<file path="src/rtl/serial_adder_ctrl.sv">
// Bit-serial adder: one full_adder cell reused over WIDTH cycles, LSB first.
// Result and carry-out are published only when the final bit has been summed.

module full_adder (
   input  logic a,
   input  logic b,
   input  logic ci,
   output logic s,
   output logic co
);
   assign s  = a ^ b ^ ci;
   assign co = (a & b) | (ci & (a ^ b));
endmodule

module serial_adder_ctrl #(
   parameter int unsigned WIDTH = 8
) (
   input  logic             clk,
   input  logic             rst,
   input  logic             start,
   input  logic [WIDTH-1:0] A,
   input  logic [WIDTH-1:0] B,
   input  logic             Cin,
   output logic             busy,
   output logic             done,
   output logic [WIDTH-1:0] S,
   output logic             Cout
);
   localparam int unsigned CW = (WIDTH > 1) ? $clog2(WIDTH) : 1;
   localparam logic [CW-1:0] LastCnt = CW'(WIDTH - 1);

   typedef enum logic [1:0] {StIdle, StRun, StDone} state_e;

   state_e           state_q, state_d;
   logic [WIDTH-1:0] a_q, b_q, s_q, sum_q;
   logic             c_q, cout_q;
   logic [CW-1:0]    cnt_q;
   logic             cell_s, cell_co;
   logic             load, last;

   full_adder u_cell (
      .a  (a_q[0]),
      .b  (b_q[0]),
      .ci (c_q),
      .s  (cell_s),
      .co (cell_co)
   );

   // A start is only honoured outside RUN; RUN never restarts or queues.
   assign load = start && (state_q != StRun);
   assign last = (state_q == StRun) && (cnt_q == LastCnt);

   always_comb begin
      state_d = state_q;
      unique case (state_q)
         StIdle:  if (start) state_d = StRun;
         StRun:   if (last) state_d = StDone;
         StDone:  state_d = start ? StRun : StIdle;
         default: state_d = StIdle;
      endcase
   end

   always_ff @(posedge clk) begin
      if (rst) begin
         state_q <= StIdle;
      end else begin
         state_q <= state_d;
      end
   end

   always_ff @(posedge clk) begin
      if (rst) begin
         a_q    <= '0;
         b_q    <= '0;
         c_q    <= 1'b0;
         s_q    <= '0;
         cnt_q  <= '0;
         sum_q  <= '0;
         cout_q <= 1'b0;
      end else if (load) begin
         a_q   <= A;
         b_q   <= B;
         c_q   <= Cin;
         cnt_q <= '0;
      end else if (state_q == StRun) begin
         a_q <= a_q >> 1;
         b_q <= b_q >> 1;
         c_q <= cell_co;
         s_q <= {cell_s, s_q[WIDTH-1:1]};
         if (last) begin
            // Publish the completed word; cnt is cleared rather than wrapped.
            sum_q  <= {cell_s, s_q[WIDTH-1:1]};
            cout_q <= cell_co;
            cnt_q  <= '0;
         end else begin
            cnt_q <= cnt_q + 1'b1;
         end
      end
   end

   assign busy = (state_q == StRun);
   assign done = (state_q == StDone);
   assign S    = sum_q;
   assign Cout = cout_q;

endmodule

</file>
<file path="config.mk">
export PLATFORM = sky130hd
export DESIGN_NAME = serial_adder_ctrl
export DESIGN_NICKNAME = d
export VERILOG_FILES = /design/src/rtl/serial_adder_ctrl.sv
export SDC_FILE = /design/constraint.sdc
export NUM_CORES = 1
export LEC_CHECK = 0
export BUFFER_PORTS_ARGS = -buffer_cell sky130_fd_sc_hd__buf_2
export CAP_MARGIN = 20
export CORE_MARGIN = 4
export CORE_UTILIZATION = 38
export DETAILED_ROUTE_END_ITERATION = 16
export HOLD_SLACK_MARGIN = 0.02
export MAX_ROUTING_LAYER = met4
export PLACE_DENSITY_LB_ADDON = 0.05
export SLEW_MARGIN = 25
export SYNTH_ARGS = -nofsm -noshare
export SYNTH_HDL_FRONTEND = slang
export SYNTH_HIERARCHICAL = 1
export SYNTH_SLANG_ARGS = --single-unit
</file>
<file path="constraint.sdc">
create_clock -name clk -period 1.6 [get_ports clk]
set_input_delay 0.08 -clock clk [delete_from_list [all_inputs] [get_ports clk]]
set_output_delay 0.08 -clock clk [all_outputs]
set_load 0.005 [all_outputs]
</file>
[Word-level counts from Yosys, hierarchy flattened]
Index checks and enable logic that the tools add are counted.
Operators by class
  $add $sub $neg: 1
  equality and inequality tests: 6
  muxes and demuxes: 11
  bitwise gates (word level): 6
  reduce and logical (&&, ||, !) cells: 8
Operators by type and width (count)
  8-bit two-way mux: 4
  2-bit case mux with 3 select lines: 1
  2-bit two-way mux: 2
  2-bit by 1-bit != test with 1-bit output, second input constant: 2
  2-bit AND reduction: 2
  3-bit by 1-bit adder with 3-bit output, second input constant: 1
  3-bit equality test, second input constant: 1
  1-bit two-way mux: 3
  3-bit two-way mux: 1
  3-bit AND reduction: 1
  1-bit AND: 2
  2-bit by 1-bit equality test with 1-bit output, second input constant: 1
  2-bit equality test, second input constant: 1
  1-bit logical AND: 2
  2-bit logical NOT: 1
  2-bit != test, second input constant: 1
  2-bit nonzero test: 1
  2-bit OR reduction: 1
  1-bit XOR: 2
  1-bit NOT: 1
  1-bit bitwise OR: 1
Word-level totals
  register bits: 39
  bits of input ports: 20
  output and inout bits: 11
  logic and storage cells: 40

[Logic depth before layout (Yosys ltp)]
  depth in word-level cells: 5
  mapped depth: 6
  mapped depth without buffers: 5

[By module]
The synthesis kept the hierarchy.
Modules (own cells, without submodules)
  serial_adder_ctrl: times used 1, cells an instance 183, area an instance 1585.3 µm², sequential area each 760.7 µm²
  full_adder: times used 1, cells an instance 1, area an instance 20.0 µm², sequential area each 0.0 µm²

[Worst setup path before layout]
Ideal clock, no wire load.
  kind: register -> register
  start point: register cnt_q[0]
  end point: register sum_q[0] (netlist: S[0])
  library setup time: 0.144 ns
  arrival: 1.114 ns
  required time: 1.456 ns
  path slack: 0.342 ns
  cell stages (with the launch flop): 7
  path buffers: 1
  clock period less this slack: 1.258 ns
  path through: dfxtp_1 ha_1 ha_1 and3b_1 buf_2 nand2_1 a21oi_1
On the way
  cells in the longest elaborated chain, start to end: 3
RTL lines
  start, declared: line 37  | logic [CW-1:0] cnt_q;
  start signal, assigned: line 96  | cnt_q <= cnt_q + 1'b1;
  3-bit equality test: line 51  | assign last = (state_q == StRun) && (cnt_q == LastCnt);
  1-bit logical AND: line 51
  3-bit AND reduction (no source line)
  end signal, assigned: line 92  | sum_q <= {cell_s, s_q[WIDTH-1:1]};
  end, declared: line 35  | logic [WIDTH-1:0] a_q, b_q, s_q, sum_q;
No other way between the ends.
A chain may end at the register's enable or synchronous reset.

[Worst setup path in the final report]
  start point: register state_q[0]
  end point: output port busy
On the way
  cells in the longest elaborated chain, start to end: 1
RTL lines
  start, declared: line 34  | state_e state_q, state_d;
  start signal, assigned: line 65  | state_q <= StIdle;
  start signal, assigned: line 67  | state_q <= state_d;
  2-bit by 1-bit equality test with 1-bit output: line 101  | assign busy = (state_q == StRun);
  end, declared: line 24  | output logic busy,
No other way between the ends.

==> implementation parameters <==
Parameter                              Value

Worst setup path
  Worst Setup Start Kind ... flip-flop
  Data required time of the critical path ... 1.52 ns
  Worst-path fanout max ... 27
  Kind of cell with the highest combined delay on the critical path ... flip-flops
  Start point of the critical path ... state_q[0]
  Worst path max stage delay ... 0.41 ns
  CP Class ... reg -> out
  Number of cell instances on the worst register-to-register path ... 5
  Endpoint kind of the worst setup timing path ... output pin
  Total buffers and inverters traversed by the critical path ... 2
  Critical Path Slowest Stage Cell ... sky130_fd_sc_hd__dfxtp_1
  R2r setup slk ... 0.19 ns
  Worst reg2reg path startpoint ... cnt_q[0]
  Total stage count of the critical path ... 3
  Destination of the worst register-to-register timing path ... S[1]
  Series of cell instances along the critical path ... nand2b_1 > inv_8 > buf_2
  Destination of the critical timing path ... busy
  Critical path arrival ... 1.35 ns

Synth
  Fraction of the mapped netlist area in compound gates ... 0.226
  Share of the yosys chip area belonging to registers ... 0.474
  Simple-gate area share of the yosys netlist ... 0.195
  Netlist Area Pre-Place ... 0.00161 mm^2
  Proportion of synthesized flip-flops having asynchronous set or reset ... 0
  Yosys cell types ... 27
  Number of nets in the synthesized netlist ... 207
  Adder and majority cell fraction of the synthesized area ... 0.0281
  Post-Synth XOR/XNOR Area ... 0
  Main flop type after synthesis ... sky130_fd_sc_hd__dfxtp_1
  EDFF count, synth ... 0
  Portion of netlist area occupied by mux cells ... 0.0125
  Mean post-synth cell area ... 8.72 um^2
  Post-Syn Instances ... 184
  Ys Warns ... 6
  Largest family of logic cells by synthesized area ... compound AO/OA/AOI/OAI gates
  Synthesis-stage register bit count ... 38

Clock network
  Clk_lat worst skew ... 0.28 ns
  CTS tree ... done
  Hold_buf cts ... 0
  Clock Sink Count ... 38
  Maximum clock path buffer count ... 2
  CTS H-tree lvls ... 2
  Post-CTS setup-driven buffer insertion count ... 0
  Reg clk slew, reported paths ... 0.07 ns
  CTS-repair resized insts ... 0
  Clock tree root driver cell ... sky130_fd_sc_hd__clkbuf_8
  Number of clock buffers inserted by TritonCTS ... 5

Cells and area
  Commonest cells after routing, fill and taps aside ... 48 x sky130_fd_sc_hd__nand2_1, 38 x sky130_fd_sc_hd__dfxtp_1, 30 x sky130_fd_sc_hd__buf_2
  Most common cell after layout, fill and taps aside ... sky130_fd_sc_hd__nand2_1
  Fillers ... 416
  Ant. Diodes ... 0
  Area overhead of the layout relative to synthesis ... 17.3%
  Post-layout instance count excluding filler cells ... 265
  Utilization after layout ... 0.467
  Proportion of layout cells with a drive suffix above 1 ... 0.288
  Register Area ... 761 um^2
  Layout Nets ... 237
  Area of the multi-input gates ... 741 um^2

Global routing
  Antenna violations before repair ... 0
  GR Util All Layers ... 0.137
  Number of global-route vias before repair ... 1295
  Wire length of the first global-routing pass ... 5.70 mm
  Remaining global-route overflow ... 0
  Maximum number of pins on one net before global-route repair ... 28

Placed design
  HPWL after detailed placement ... 2.27 mm
  Total placed cells including tap cells ... 257
  Placement Setup Slack ... 0.178 ns
  Count of buffers from port buffering ... 30
  Routability congestion estimate ... 0.708

Floorplan
  Width of the die ... 73.0 um
  Core outline area ... 0.00403 mm^2
  Count of boundary I/O pins ... 31
  Y dimension of the die ... 73.0 um
  Placement row count ... 23
  Initial core utilization ... 0.398
  Die area ... 0.00533 mm^2

Routing
  Wire length reported by the detailed router ... 3.30 mm
  Post-route DRC violation count ... 0
  First drt pass iteration count ... 4
  Routed via count ... 1317
  Detailed router's first-iteration violation count ... 98
  Post-route ant nets ... 0
  Average wire per cell in the routed design ... 12.4 um
  Number of vias per cell after detailed routing ... 4.97

STA
  Fmax ... 701 MHz
  Fin Clk Skew ... 0.00447 ns
  Worst setup slack after layout ... 0.174 ns
  Final Setup Violations ... 0
  Total count of max-transition violations in the final report ... 0
  Final critical-path required period ... 1.43 ns
  RSZ-0062 raised after global routing ... no
  Slew at the pin closest to its max-slew limit ... 0.525 ns
  Summed negative setup slack over all endpoints ... 0 ns
  Final Cycle Share ... 0.891
  Hold violation count in the final report ... 0
  Slew Limit Headroom ... 0.650

Power
  Pwr per Cell Area ... 1080 mW/mm^2
  Worst supply voltage drop on vdd ... 0.000550 V
  Leakage dissipation ... 0.772 nW

Flow run
  Max-cap viol count ... 0

Worst hold path
  Type of the tightest min-delay check ... in -> reg

Run status
  Run status ... finished clean
==> where the power goes <==
| part | total, mW | leakage (nW) | switching (mW) | internal [mW] |
|---|---|---|---|---|
| combinational | 0.229 | 0.403 | 0.132 | 0.0970 |
| clock | 0.790 | 0.0579 | 0.331 | 0.459 |
| sequential | 1.02 | 0.310 | 0.0303 | 0.991 |
| total | 2.04 | 0.772 | 0.493 | 1.55 |
==> tightest hold or removal path, stage by stage <==
cell                       delay, ns
sky130_fd_sc_hd__buf_2          0.09
sky130_fd_sc_hd__nand2_1        0.04
sky130_fd_sc_hd__a211oi_1       0.05
==> cell type report <==
class,count,share of cell area
clock inverter,3,0.0213
multi-input combinational,131,0.393
inverter,2,0.00797
tap,50,0.0332
sequential,38,0.404
clock buffer,5,0.0365
timing repair buffer,36,0.104
==> per-layer routing <==
metal / vias to the layer above / GRT usage / wire length [um]
li1: 682 / - / -
met3: 2 / 0.0399 / 162
met1: 603 / 0.157 / 1550
met4: 0 / 0.0492 / 20
met5: - / - / 0
met2: 30 / 0.227 / 1570
==> flip-flops by register name, summed over array words and instances (netlist names) <==
register,count
S,8
state_q,2
cnt_q,3
Cout,1
b_q,8
s_q,7
a_q,8
c_q,1
==> synthesized netlist by cell type, types with 2 or more instances <==
library cell,instances,share of area
sky130_fd_sc_hd__a211oi_1,7,0.033
sky130_fd_sc_hd__a211oi_2,8,0.062
sky130_fd_sc_hd__a21oi_1,25,0.078
sky130_fd_sc_hd__a21oi_2,8,0.044
sky130_fd_sc_hd__buf_2,2,0.0062
sky130_fd_sc_hd__buf_4,5,0.023
sky130_fd_sc_hd__clkbuf_1,3,0.0070
sky130_fd_sc_hd__dfxtp_1,38,0.47
sky130_fd_sc_hd__ha_1,2,0.016
sky130_fd_sc_hd__mux2i_1,2,0.012
sky130_fd_sc_hd__nand2_1,48,0.11
sky130_fd_sc_hd__nand3_1,2,0.0062
sky130_fd_sc_hd__nand3b_1,2,0.0094
sky130_fd_sc_hd__nor2_1,18,0.042
sky130_fd_sc_hd__nor3_1,2,0.0062
==> worst min-delay path by stage <==
stage	start	endpoint	slack, ns	depth (start not counted)
2_1_floorplan	B[5]	b_q[5]	0.22	2
3_3_place_gp	B[3]	b_q[3]	0.33	3
3_5_place_dp	B[1]	b_q[1]	0.34	3
4_1_cts	B[2]	b_q[2]	0.03	3
5_1_grt	B[6]	b_q[6]	0.03	3
6_report	B[2]	b_q[2]	0.04	3
==> through the flow <==
stage / instance area, um^2 / hold slack (ns) / power [mW]
after CTS: 1880 / 0.0308 / 2.07
after floorplan: 1610 / 0.221 / 1.22
after global routing: 1880 / 0.0340 / 2.14
after global placement: 1770 / 0.328 / 1.27
final: 1880 / 0.0372 / 2.04
after detailed placement: 1770 / 0.336 / 1.28
==> cell families after synthesis <==
group	count (synthesis)
adder cells (fa/ha/maj)	3
multiplexers	2
AO/OA/AOI/OAI	50
AND/OR/NAND/NOR	76
flip-flops	38
buffers and inverters	15
Note: power is estimated with default switching activity, not from simulation.
